$ cat config.mk
export PLATFORM = sky130hd
export DESIGN_NAME = id_ex_stage
export DESIGN_NICKNAME = d
export VERILOG_FILES = /design/src/rtl/pipe_pkg.sv /design/src/rtl/fwd_unit.sv /design/src/rtl/id_ex_stage.sv
export SDC_FILE = /design/constraint.sdc
export NUM_CORES = 1
export LEC_CHECK = 0
export BUFFER_PORTS_ARGS = -buffer_cell sky130_fd_sc_hd__buf_2
export CELL_PAD_IN_SITES_DETAIL_PLACEMENT = 1
export CELL_PAD_IN_SITES_GLOBAL_PLACEMENT = 1
export CORE_MARGIN = 4
export CORE_UTILIZATION = 29
export DETAILED_ROUTE_END_ITERATION = 10
export PLACE_DENSITY = 0.89
export SYNTH_ARGS = -nofsm -noshare
export SYNTH_HDL_FRONTEND = slang
export SYNTH_SLANG_ARGS = --single-unit
$ cat constraint.sdc
create_clock -name clk_i -period 2 [get_ports clk_i]
set_input_delay 0.1 -clock clk_i [delete_from_list [all_inputs] [get_ports clk_i]]
set_output_delay 0.1 -clock clk_i [all_outputs]
set_load 0.01 [all_outputs]
$ cat src/rtl/pipe_pkg.sv
// Shared pipeline definitions: ALU operation codes, default widths and
// the control-flag bundle (with its bubble value) carried by ID/EX.
package pipe_pkg;

  localparam int DATA_W_DEF = 32;
  localparam int REG_AW_DEF = 5;
  localparam int CTRL_W_DEF = 4;
  localparam int CNT_W_DEF  = 16;

  localparam logic [3:0] ALU_AND = 4'd0;
  localparam logic [3:0] ALU_OR  = 4'd1;
  localparam logic [3:0] ALU_ADD = 4'd2;
  localparam logic [3:0] ALU_SUB = 4'd6;
  localparam logic [3:0] ALU_SLT = 4'd7;
  localparam logic [3:0] ALU_MUL = 4'd8;
  localparam logic [3:0] ALU_NOR = 4'd12;

  typedef struct packed {
    logic valid;
    logic reg_write;
    logic mem_read;
    logic alu_src;
  } ex_flags_t;

  // A bubble carries no valid work and no side effects downstream.
  localparam ex_flags_t FLAGS_BUBBLE = '0;

endpackage

$ cat src/rtl/fwd_unit.sv
// Operand forwarding for the EX stage: picks the youngest in-flight
// producer of each source register, EX/MEM ahead of MEM/WB. Register 0
// is never forwarded because it is hard-wired to zero.
module fwd_unit #(
  parameter int DATA_W = 32,
  parameter int REG_AW = 5
) (
  input  logic [REG_AW-1:0] rs_addr,
  input  logic [REG_AW-1:0] rt_addr,
  input  logic [DATA_W-1:0] rs_data,
  input  logic [DATA_W-1:0] rt_data,
  input  logic [REG_AW-1:0] exmem_rd_addr,
  input  logic              exmem_reg_write,
  input  logic [DATA_W-1:0] exmem_result,
  input  logic [REG_AW-1:0] memwb_rd_addr,
  input  logic              memwb_reg_write,
  input  logic [DATA_W-1:0] memwb_result,
  output logic [DATA_W-1:0] rs_fwd,
  output logic [DATA_W-1:0] rt_fwd
);

  logic exmem_live;
  logic memwb_live;

  assign exmem_live = exmem_reg_write && (exmem_rd_addr != '0);
  assign memwb_live = memwb_reg_write && (memwb_rd_addr != '0);

  // Select each operand from the nearest producer, else the register read.
  always_comb begin
    rs_fwd = rs_data;
    rt_fwd = rt_data;
    if (exmem_live && (exmem_rd_addr == rs_addr)) begin
      rs_fwd = exmem_result;
    end else if (memwb_live && (memwb_rd_addr == rs_addr)) begin
      rs_fwd = memwb_result;
    end
    if (exmem_live && (exmem_rd_addr == rt_addr)) begin
      rt_fwd = exmem_result;
    end else if (memwb_live && (memwb_rd_addr == rt_addr)) begin
      rt_fwd = memwb_result;
    end
  end

endmodule

$ cat src/rtl/id_ex_stage.sv
// ID/EX pipeline register feeding the ALU, with hazard stall and stall
// counter. Define ID_EX_FWD_EN to enable operand forwarding (only
// load-use hazards stall); without it, any RAW dependence on an
// in-flight producer stalls until that producer has retired.
module id_ex_stage
  import pipe_pkg::*;
#(
  parameter int DATA_W = DATA_W_DEF,
  parameter int REG_AW = REG_AW_DEF,
  parameter int CTRL_W = CTRL_W_DEF,
  parameter int CNT_W  = CNT_W_DEF
) (
  input  logic              clk_i,
  input  logic              rst_i,
  input  logic              id_valid_i,
  input  logic [REG_AW-1:0] id_rs_addr_i,
  input  logic [REG_AW-1:0] id_rt_addr_i,
  input  logic [DATA_W-1:0] id_rs_data_i,
  input  logic [DATA_W-1:0] id_rt_data_i,
  input  logic [DATA_W-1:0] id_imm_i,
  input  logic              id_alu_src_i,
  input  logic [CTRL_W-1:0] id_alu_ctrl_i,
  input  logic [REG_AW-1:0] id_rd_addr_i,
  input  logic              id_reg_write_i,
  input  logic              id_mem_read_i,
  input  logic              flush_i,
  input  logic [REG_AW-1:0] exmem_rd_addr_i,
  input  logic              exmem_reg_write_i,
  input  logic [DATA_W-1:0] exmem_result_i,
  input  logic [REG_AW-1:0] memwb_rd_addr_i,
  input  logic              memwb_reg_write_i,
  input  logic [DATA_W-1:0] memwb_result_i,
  output logic              stall_o,
  output logic              ex_valid_o,
  output logic [DATA_W-1:0] src1_o,
  output logic [DATA_W-1:0] src2_o,
  output logic [CTRL_W-1:0] alu_ctrl_o,
  output logic [REG_AW-1:0] ex_rd_addr_o,
  output logic              ex_reg_write_o,
  output logic              ex_mem_read_o,
  output logic [DATA_W-1:0] ex_store_data_o,
  output logic [CNT_W-1:0]  stall_cnt_o
);

  ex_flags_t         ex_flags;
  logic [REG_AW-1:0] ex_rs_addr;
  logic [REG_AW-1:0] ex_rt_addr;
  logic [DATA_W-1:0] ex_rs_data;
  logic [DATA_W-1:0] ex_rt_data;
  logic [DATA_W-1:0] ex_imm;
  logic [CTRL_W-1:0] ex_alu_ctrl;
  logic [REG_AW-1:0] ex_rd_addr;

  logic              hazard;
  logic [DATA_W-1:0] rs_val;
  logic [DATA_W-1:0] rt_val;

  // True when a live producer writes a register the ID instruction reads.
  function automatic logic id_reads(input logic [REG_AW-1:0] rd,
                                    input logic              we,
                                    input logic [REG_AW-1:0] rs,
                                    input logic [REG_AW-1:0] rt);
    return we && (rd != '0) && ((rd == rs) || (rd == rt));
  endfunction

`ifdef ID_EX_FWD_EN

  fwd_unit #(
    .DATA_W(DATA_W),
    .REG_AW(REG_AW)
  ) u_fwd (
    .rs_addr        (ex_rs_addr),
    .rt_addr        (ex_rt_addr),
    .rs_data        (ex_rs_data),
    .rt_data        (ex_rt_data),
    .exmem_rd_addr  (exmem_rd_addr_i),
    .exmem_reg_write(exmem_reg_write_i),
    .exmem_result   (exmem_result_i),
    .memwb_rd_addr  (memwb_rd_addr_i),
    .memwb_reg_write(memwb_reg_write_i),
    .memwb_result   (memwb_result_i),
    .rs_fwd         (rs_val),
    .rt_fwd         (rt_val)
  );

  // Only a load in EX cannot be forwarded in time; rt is always compared.
  always_comb begin
    hazard = id_valid_i && ex_flags.valid &&
             id_reads(ex_rd_addr, ex_flags.mem_read, id_rs_addr_i, id_rt_addr_i);
  end

`else

  logic unused_nofwd;
  assign unused_nofwd = ^{exmem_result_i, memwb_result_i, ex_rs_addr, ex_rt_addr};

  assign rs_val = ex_rs_data;
  assign rt_val = ex_rt_data;

  // Without forwarding, wait until no in-flight producer targets a source.
  always_comb begin
    hazard = id_valid_i &&
             (id_reads(ex_rd_addr, ex_flags.valid && (ex_flags.reg_write || ex_flags.mem_read),
                       id_rs_addr_i, id_rt_addr_i) ||
              id_reads(exmem_rd_addr_i, exmem_reg_write_i, id_rs_addr_i, id_rt_addr_i) ||
              id_reads(memwb_rd_addr_i, memwb_reg_write_i, id_rs_addr_i, id_rt_addr_i));
  end

`endif

  // A taken branch discards the ID instruction, so it never needs to stall.
  assign stall_o = hazard && !flush_i;

  // Pipeline register: reset, then bubble on flush/stall, else capture ID.
  always_ff @(posedge clk_i) begin
    if (!rst_i) begin
      ex_flags    <= FLAGS_BUBBLE;
      ex_rs_addr  <= '0;
      ex_rt_addr  <= '0;
      ex_rs_data  <= '0;
      ex_rt_data  <= '0;
      ex_imm      <= '0;
      ex_alu_ctrl <= '0;
      ex_rd_addr  <= '0;
    end else if (flush_i || stall_o) begin
      ex_flags    <= FLAGS_BUBBLE;
      ex_rs_addr  <= '0;
      ex_rt_addr  <= '0;
      ex_rs_data  <= '0;
      ex_rt_data  <= '0;
      ex_imm      <= '0;
      ex_alu_ctrl <= '0;
      ex_rd_addr  <= '0;
    end else begin
      ex_flags.valid     <= id_valid_i;
      ex_flags.reg_write <= id_reg_write_i;
      ex_flags.mem_read  <= id_mem_read_i;
      ex_flags.alu_src   <= id_alu_src_i;
      ex_rs_addr         <= id_rs_addr_i;
      ex_rt_addr         <= id_rt_addr_i;
      ex_rs_data         <= id_rs_data_i;
      ex_rt_data         <= id_rt_data_i;
      ex_imm             <= id_imm_i;
      ex_alu_ctrl        <= id_alu_ctrl_i;
      ex_rd_addr         <= id_rd_addr_i;
    end
  end

  // Count stall cycles, holding at all-ones rather than wrapping.
  always_ff @(posedge clk_i) begin
    if (!rst_i) begin
      stall_cnt_o <= '0;
    end else if (stall_o && (stall_cnt_o != '1)) begin
      stall_cnt_o <= stall_cnt_o + 1'b1;
    end
  end

  assign ex_valid_o      = ex_flags.valid;
  assign ex_reg_write_o  = ex_flags.reg_write;
  assign ex_mem_read_o   = ex_flags.mem_read;
  assign alu_ctrl_o      = ex_alu_ctrl;
  assign ex_rd_addr_o    = ex_rd_addr;
  assign src1_o          = rs_val;
  assign src2_o          = ex_flags.alu_src ? ex_imm : rt_val;
  assign ex_store_data_o = rt_val;

endmodule

==> key figures, run 1 <==
Floorplanning
  • Core footprint: 0.01543 mm2
  • Die width: 134.4 um
  • IO Count: 323
  • Die Area: 0.01807 mm2
  • Die Height: 134.4 um
  • FP Rows: 45
  • Starting Density: 0.3005

Timing
  • Least-Margin Pin Slew: 0.5117 ns
  • Max-slew violation count: 0
  • Final worst setup slack: -0.1150 ns
  • Tmin final: 2.115 ns
  • Final period utilization: 1.058
  • Relative max-transition margin: 0.6578
  • Hold Vio Cnt, Final: 0
  • Setup violations, final: 115
  • Min Hold Slack: 0.1923 ns
  • RSZ-0062 raised after global routing: yes
  • TNS Setup: -7.782 ns
  • Max Clock Skew: 0.01920 ns
  • Fmax: 472.8 MHz

Yosys
  • Cells after Synth: 418
  • Post-synth top area cell: dfxtp_1
  • Largest cells by area after synthesis: dfxtp_1, and2_1, mux2_2, xor2_1, nand3_1
  • Post-synth EDFFs: 0
  • Asr flop ratio synth: 0
  • Register area share after synthesis: 0.5398
  • Avg Inst Size Synth: 11.09 um2
  • Syn nets: 617
  • Most used DFF post-synth: dfxtp_1
  • Synthesized area: 0.004636 mm2
  • Top post-synthesis cells by count: dfxtp_1, and2_1, mux2_2, xor2_1
  • Share of the synthesized area in the top cell type: 0.5398
  • Most common cell in the netlist: dfxtp_1
  • Yosys warnings: 0
  • Post-synthesis register bit count: 125
  • Number of distinct library cells after synthesis: 45

Route
  • Post-DRT Antenna Nets: 0
  • DR iter-0 viols: 158
  • Detail-routed via count per cell: 4.533
  • Drc violations: 0
  • First drt pass iteration count: 4
  • Avg WL per Cell: 20.86 um
  • Vias: 4751
  • Total Wirelength: 21860 um

Clock network
  • Num CTS Buffers: 17
  • Clock Path Buffers: 2
  • Clk slew on worst S/H paths: 0.06 ns
  • CTS tree: yes
  • Sink Count: 125
  • Worst skew pair latency: 0.43 ns
  • Clock root buffer: clkbuf_16
  • H-tree depth: 4

Pwr
  • Pleak: 4.010 nW
  • Clk pwr share: 0.468
  • Power Density: 795.4 mW/mm2
  • Switching Power: 1.710 mW
  • Max IR drop VDD: 0.5975 mV
  • Cell-internal power: 4.961 mW
  • Sw Share: 0.2564
  • Pwr Total: 6.671 mW
  • Comb power frac: 0.137
  • Reg power frac: 0.395

Global routing
  • Vias in the first global route: 5384
  • First-pass GRT wire length: 30370 um
  • Largest net degree at the start of global routing: 61
  • Antenna violations before repair: 3
  • Total GRT Usage: 0.2184
  • Total global routing overflow: 0

Place
  • Buffers on Ports: 258
  • Final HPWL DP: 11630 um
  • Placed Area: 0.006246 mm2
  • Routability-driven placement congestion ratio: 0.8236

Setup path
  • WS Path Type: reg -> reg
  • Critical-path cell list: nor3_2 > nand2_2 > o2111ai_2 > o32ai_4 > nor4b_4 > buf_4 > buf_8 > buf_12 > and2_1
  • Setup crit end kind: flip-flop
  • Worst R2R Path Depth: 9
  • CP max FO: 15
  • Largest stage delay on the critical path: 0.36 ns
  • CP arrival: 2.48 ns
  • Critical-path top delay cell: dfxtp_4
  • Worst setup SP type: flip-flop
  • Req. time, crit path: 2.37 ns

Cells and area
  • Fin area: 0.008387 mm2
  • Final #Nets: 1021
  • Final core utilization: 0.5436
  • Share of cells above drive strength 1: 0.5096
  • Layout Area Growth over Synthesis: 80.92%

Run status
  • Status: finished with violations
  • Failing checks: negative setup slack

Job
  • Max-cap violation count: 0

Hold path
  • Hold Path Class: in -> reg
  • Hold path depth: 3
-- state kept, by name, indices dropped and copies added (netlist names) --
register,cells
alu_ctrl_o,4
ex_flags,1
ex_imm,32
ex_mem_read_o,1
ex_rd_addr_o,5
ex_reg_write_o,1
ex_store_data_o,32
ex_valid_o,1
src1_o,32
stall_cnt_o,16
-- power groups by stage --
| stage | Sequential (mW) | Clock (mW) | Combinational (mW) |
|---|---|---|---|
| 3_5_place_dp | 2.68 | 0 | 0.585 |
| 3_3_place_gp | 2.67 | 0 | 0.564 |
| 4_1_cts | 2.63 | 3.15 | 0.772 |
| 2_1_floorplan | 2.71 | 0 | 0.237 |
| 5_1_grt | 2.64 | 3.28 | 0.975 |
| 6_report | 2.64 | 3.12 | 0.914 |
-- routing by layer --
layer / vias up / track usage / routed length [um]
met5: - / 0 / 0
met4: 0 / 0.08484 / 547
met3: 39 / 0.07464 / 1542
met2: 221 / 0.4089 / 11740
met1: 2288 / 0.2221 / 8027
li1: 2203 / - / -
-- cells by family after synthesis --
group	Yosys count	synth area share
fa+ha+maj	1	0.002699
simple gates	173	0.2316
buf+inv	23	0.02834
xor+xnor	31	0.05857
mux	33	0.07989
flops	125	0.5398
compound gates	32	0.05911
-- final cells by class --
cell class	count	area (um2)
Tap cell	211	264.0
Clock inverter	14	160.2
Inverter	3	11.26
Multi-Input combinational cell	271	2176
Timing Repair Buffer	404	2829
Sequential cell	125	2514
Antenna cell	3	7.507
Clock buffer	17	425.4
Fill cell	1739	7041
-- metrics by stage --
stage | worst slack, ns | std cells
CTS | -0.02225 | 1031
global placement | -0.06588 | 887
detailed placement | -0.1729 | 887
finish | -0.1150 | 1048
floorplan | 0.09213 | 418
global route | -0.1730 | 1048
-- critical path: cells and delay by family (launching register included) --
| family | cells | cell delay, ns |
|---|---|---|
| AOI/OAI and AO/OA | 2 | 0.36 |
| buffers and inverters | 3 | 0.46 |
| and+or+nand+nor | 4 | 0.88 |
| DFF | 1 | 0.36 |
-- cells in the final DEF, fill, tap and decap left out, drive strengths merged, types with 2 or more instances in the layout --
master / Yosys / layout
nand2b: 3 / 3
a22oi: 2 / 2
o31ai: 6 / 6
mux2: 32 / 32
xnor2: 5 / 5
dfxtp: 125 / 125
inv: 3 / 9
xor2: 26 / 26
nand3: 10 / 10
nor3: 9 / 9
clkinv: 0 / 3
dlygate4sd3: 0 / 109
a21boi: 9 / 9
bufinv: 0 / 2
nand4: 3 / 3
or4: 7 / 7
buf: 7 / 289
or3: 4 / 4
and2: 111 / 111
o21ai: 7 / 8
diode: 0 / 3
and3: 2 / 2
nor2: 9 / 9
nand2: 10 / 10
clkbuf: 13 / 23
clkinvlp: 0 / 3
-- final timing paths --
kind,from,end,slack (ns)
max reg2reg,ex_rd_addr_o[0],ex_imm[13],-0.12
max,ex_rd_addr_o[0],ex_imm[13],-0.12
min,rst_i,stall_cnt_o[12],0.19
min reg2reg,stall_cnt_o[15],stall_cnt_o[15],0.50
-- what timing repair did --
item,in CTS,in global routing
gates resized for setup,18,51
pin swaps,9,32
buffers inserted,3,4
hold buffers,109,0
cloned,1,10
hold endpoints to repair,109,0
setup endpoints to repair,125,126
No activity file was read; power rests on OpenSTA's default activity.
==> inputs of run 2 (changes only) <==
--- a/config.mk
+++ b/config.mk
@@ -12,6 +12,7 @@
 export CORE_UTILIZATION = 29
 export DETAILED_ROUTE_END_ITERATION = 10
 export PLACE_DENSITY = 0.89
+export SKIP_CTS_REPAIR_TIMING = 1
 export SYNTH_ARGS = -nofsm -noshare
 export SYNTH_HDL_FRONTEND = slang
 export SYNTH_SLANG_ARGS = --single-unit
==> key figures, run 2 (synthesis gave the netlist of run 1 again) <==
Setup path
  • WS Path Type: reg -> reg
  • Launch point of the worst reg-to-reg path: ex_rd_addr_o[0]
  • R2R setup slack: -0.10 ns
  • Worst setup SP type: flip-flop
  • Critical-path top delay cell: dfxtp_4
  • Worst R2R Path Depth: 8
  • Setup crit end kind: flip-flop
  • Largest stage delay on the critical path: 0.37 ns
  • Req. time, crit path: 2.35 ns
  • Worst R2R End: ex_imm[16]
  • CP max FO: 24
  • CP arrival: 2.46 ns
  • Critical-path cell list: nor3_2 > nand2_2 > o2111ai_4 > o32ai_4 > nor4b_4 > buf_6 > clkbuf_16 > and2_1

Global routing
  • Largest net degree at the start of global routing: 61
  • First-pass GRT wire length: 23160 um
  • Antenna violations before repair: 2
  • Total global routing overflow: 0
  • Vias in the first global route: 4446
  • Total GRT Usage: 0.1648

Run status
  • Failing checks: negative setup slack
  • Status: finished with violations

Floorplanning
  • Starting Density: 0.3005
  • Die Area: 0.01807 mm2
  • FP Rows: 45
  • IO Count: 323
  • Core footprint: 0.01543 mm2
  • Die Height: 134.4 um
  • Die width: 134.4 um

Timing
  • Setup violations, final: 101
  • TNS Setup: -4.097 ns
  • Hold Vio Cnt, Final: 0
  • Max Clock Skew: 0.008790 ns
  • RSZ-0062 raised after global routing: yes
  • Tmin final: 2.105 ns
  • Min Hold Slack: 0.1878 ns
  • Final worst setup slack: -0.1048 ns
  • Relative max-transition margin: 0.6363
  • Max-slew violation count: 0
  • Fmax: 475.1 MHz
  • Final period utilization: 1.052
  • Least-Margin Pin Slew: 0.5438 ns

Pwr
  • Power Density: 802.0 mW/mm2
  • Pleak: 3.932 nW
  • Max IR drop VDD: 0.5691 mV

Cells and area
  • Final #Nets: 1014
  • Fin area: 0.008277 mm2
  • Final core utilization: 0.5365
  • # fillers: 1755
  • Layout Area Growth over Synthesis: 78.54%
  • Finished Layout Cells: 1041
  • Most frequent cells in the layout: buf_2, dfxtp_1, dlygate4sd3_1
  • Share of cells above drive strength 1: 0.4873
  • Commonest non-fill, non-tap cell in the layout: buf_2

Hold path
  • Min-delay src: rst_i
  • Hold Path Class: in -> reg
  • Hold path depth: 3
  • Hold Path End: stall_cnt_o[3]

Route
  • Vias: 4700
  • Total Wirelength: 21320 um
  • Detail-routed via count per cell: 4.515
  • Avg WL per Cell: 20.48 um
  • Post-DRT Antenna Nets: 0
  • DR iter-0 viols: 177
  • Drc violations: 0
  • First drt pass iteration count: 4

Clock network
  • Clock root buffer: clkbuf_16
  • Clk slew on worst S/H paths: 0.06 ns
  • Worst skew pair latency: 0.42 ns
  • H-tree depth: 4
  • Sink Count: 125
  • Clock Path Buffers: 2
  • CTS tree: yes
  • Num CTS Buffers: 17

Place
  • Routability-driven placement congestion ratio: 0.8236
  • Final HPWL DP: 11630 um
  • Placed Area: 0.006246 mm2
  • Buffers on Ports: 258
  • Placed cells: 887

Job
  • Max-cap violation count: 0
## run 2: cell count changes in the layout (fill, tap and decap cells not counted), moves of 2 or more
cell | before | now
buf_8 | 3 | 0
buf_6 | 1 | 3
and2_4 | 39 | 20
buf_4 | 24 | 19
and2_1 | 72 | 91
## run 2: metrics by stage
| stage | setup slack, ns | power [mW] |
|---|---|---|
| 2_1_floorplan | 0.09213 | 2.944 |
| 3_3_place_gp | -0.06588 | 3.238 |
| 3_5_place_dp | -0.1729 | 3.264 |
| 4_1_cts | -0.2608 | 6.362 |
| 5_1_grt | -0.1791 | 6.886 |
| 6_report | -0.1048 | 6.638 |
## run 2: worst max path at each step
stage	slack, ns	depth (start not counted)	startpoint	to
after floorplan	0.09	8	ex_rd_addr_o[2]	ex_store_data_o[14]
after global placement	-0.07	8	ex_rd_addr_o[0]	stall_cnt_o[0]
after detailed placement	-0.17	8	ex_rd_addr_o[2]	stall_cnt_o[0]
after CTS	-0.26	7	ex_rd_addr_o[1]	stall_o
after global routing	-0.18	8	ex_rd_addr_o[4]	ex_store_data_o[1]
final	-0.10	8	ex_rd_addr_o[0]	ex_imm[16]
## run 2: final cells by class
class | count | area [um2] | share of cell area
clock inverters | 14 | 160.2 | 0.01935
well taps | 211 | 264.0 | 0.03190
repair buffers | 396 | 2724 | 0.3291
clock buffers | 17 | 425.4 | 0.05140
diodes | 3 | 7.507 | 0.0009070
multi-input cells | 272 | 2168 | 0.2620
inverters | 3 | 11.26 | 0.001361
flip-flops and latches | 125 | 2516 | 0.3040
## run 2: report_power, final
group / switching, mW / internal (mW) / total, mW
clock network: 1.27 / 1.86 / 3.13
logic: 0.386 / 0.490 / 0.876
registers: 0.0487 / 2.59 / 2.63
total: 1.71 / 4.93 / 6.64
## run 2: layer usage
layer / up-vias / GRT usage / part of all wire
li1: 2189 / - / -
met1: 2263 / 0.1718 / 0.37
met3: 32 / 0.07689 / 0.073
met4: 0 / 0.06052 / 0.017
met2: 216 / 0.2899 / 0.54
met5: - / 0 / 0
## run 2: worst max-delay path, delay by kind of cell (launching register included)
kind                   cells  cell delay [ns]
AND/OR/NAND/NOR            4             0.87
buffers and inverters      2             0.46
flip-flops                 1             0.37
AO/OA/AOI/OAI              2             0.33
==> inputs of run 3 (changes only) <==
--- a/config.mk
+++ b/config.mk
@@ -6,7 +6,7 @@
 export NUM_CORES = 1
 export LEC_CHECK = 0
 export BUFFER_PORTS_ARGS = -buffer_cell sky130_fd_sc_hd__buf_2
-export CELL_PAD_IN_SITES_DETAIL_PLACEMENT = 1
+export CELL_PAD_IN_SITES_DETAIL_PLACEMENT = 0
 export CELL_PAD_IN_SITES_GLOBAL_PLACEMENT = 1
 export CORE_MARGIN = 4
 export CORE_UTILIZATION = 29
==> key figures, run 3 (synthesis gave the netlist of run 1 again) <==
Floorplanning
  • Die width: 134.4 um
  • Die Area: 0.01807 mm2
  • Die Height: 134.4 um
  • IO Count: 323
  • FP Rows: 45
  • Core footprint: 0.01543 mm2
  • Starting Density: 0.3005

Cells and area
  • Fin area: 0.008292 mm2
  • Final core utilization: 0.5375
  • Finished Layout Cells: 1045
  • Antenna diodes: 0
  • Most frequent cells in the layout: buf_2, dfxtp_1, and2_1
  • Share of cells above drive strength 1: 0.4628
  • Final #Nets: 1020
  • Layout Area Growth over Synthesis: 78.87%
  • # fillers: 1313
  • Commonest non-fill, non-tap cell in the layout: buf_2

Setup path
  • Req. time, crit path: 2.35 ns
  • WS Path Type: reg -> reg
  • Worst R2R End: alu_ctrl_o[1]
  • Top Family by Delay on Critical Path: simple AND/OR/NAND/NOR gates
  • Worst setup SP type: flip-flop
  • Largest stage delay on the critical path: 0.36 ns
  • Setup crit end kind: flip-flop
  • CP arrival: 2.36 ns
  • Critical-path cell list: xor2_1 > nor3_2 > a22oi_2 > o32ai_4 > nor4b_4 > buf_6 > clkbuf_16 > and2_1
  • CP max FO: 15
  • Launch point of the worst reg-to-reg path: ex_rd_addr_o[4]
  • Buf+Inv Stages, Crit Path: 2
  • Worst R2R Path Depth: 8
  • R2R setup slack: -0.01 ns
  • Critical-path top delay cell: dfxtp_2

Place
  • Placed Area: 0.006246 mm2
  • Placed cells: 887
  • Routability-driven placement congestion ratio: 0.8236
  • Final HPWL DP: 10000 um
  • Buffers on Ports: 258

Hold path
  • Hold path depth: 3
  • Hold Path End: stall_cnt_o[12]
  • Min-delay src: rst_i
  • Hold Path Class: in -> reg

Timing
  • Relative max-transition margin: 0.6127
  • Hold Vio Cnt, Final: 0
  • Final period utilization: 1.007
  • Setup violations, final: 4
  • Final worst setup slack: -0.01410 ns
  • Max Clock Skew: 0.009940 ns
  • RSZ-0062 raised after global routing: yes
  • Tmin final: 2.014 ns
  • Fmax: 496.5 MHz
  • Max-slew violation count: 0
  • Least-Margin Pin Slew: 0.5790 ns

Pwr
  • Power Density: 802.7 mW/mm2
  • Pleak: 3.960 nW
  • Max IR drop VDD: 0.6452 mV

Route
  • Post-DRT Antenna Nets: 0
  • Avg WL per Cell: 15.81 um
  • DR iter-0 viols: 185
  • Vias: 4561
  • Total Wirelength: 16520 um
  • Detail-routed via count per cell: 4.365
  • First drt pass iteration count: 4
  • Drc violations: 0

Clock network
  • Sink Count: 125
  • CTS tree: yes
  • Clock root buffer: clkbuf_16
  • Clock Path Buffers: 2
  • Num CTS Buffers: 17
  • Worst skew pair latency: 0.41 ns
  • Clk slew on worst S/H paths: 0.06 ns
  • H-tree depth: 4

Global routing
  • First-pass GRT wire length: 19910 um
  • Antenna violations before repair: 0
  • Top Usage Layer GRT: met2
  • Largest net degree at the start of global routing: 61
  • GR met1 Demand/Resource: 0.1616
  • Total global routing overflow: 0
  • Total GRT Usage: 0.1403
  • Met3 usage in global routing: 0.06789
  • GRT met2 Usage: 0.2251
  • Vias in the first global route: 3950

Run status
  • Failing checks: negative setup slack
  • Status: finished with violations

Job
  • Max-cap violation count: 0
-- run 3: how the worst max path moves through the flow --
stage,from,depth (start not counted),endpoint
after floorplan,ex_rd_addr_o[2],8,ex_store_data_o[14]
after global placement,ex_rd_addr_o[0],8,stall_cnt_o[0]
after detailed placement,ex_rd_addr_o[2],8,stall_cnt_o[0]
after CTS,ex_rd_addr_o[2],7,stall_o
after global routing,ex_rd_addr_o[4],8,alu_ctrl_o[1]
final,ex_rd_addr_o[4],8,alu_ctrl_o[1]
-- run 3: per-stage QoR --
step                power (mW)  hold WS [ns]  setup WS [ns]  TNS (ns)
global route             6.921        0.1887        -0.1548    -11.35
finish                   6.656        0.1923       -0.01410  -0.03279
global placement         3.238        0.2988       -0.06588   -0.4384
detailed placement       3.247        0.3018        -0.1537    -7.121
CTS                      6.484       -0.1391        -0.2074    -8.939
floorplan                2.944        0.2217        0.09213         0
-- run 3: where the power goes --
group          internal, mW  switching [mW]  total [mW]
Combinational         0.476           0.342       0.818
Sequential             2.59          0.0400        2.63
Clock                  2.03            1.19        3.21
Total                  5.09            1.57        6.66
-- run 3: final cells by class --
cell class | instances | area, um2 | share of cell area
multi-input cells | 272 | 2118 | 0.2555
clock inverters | 13 | 177.7 | 0.02143
repair buffers | 402 | 2766 | 0.3336
well taps | 211 | 264.0 | 0.03184
flip-flops and latches | 125 | 2511 | 0.3029
inverters | 3 | 11.26 | 0.001358
clock buffers | 19 | 442.9 | 0.05342
-- run 3: worst min-delay path, stage by stage --
cell and delay (ns):
buf_2 0.12, buf_4 0.20, o221a_2 0.14
-- run 3: routing by layer --
metal  vias to the layer above  routed length (um)
met1                      2087                6576
met2                       238                8158
met5                         -                   0
met3                        34                1392
li1                       2202                   -
met4                         0                 393
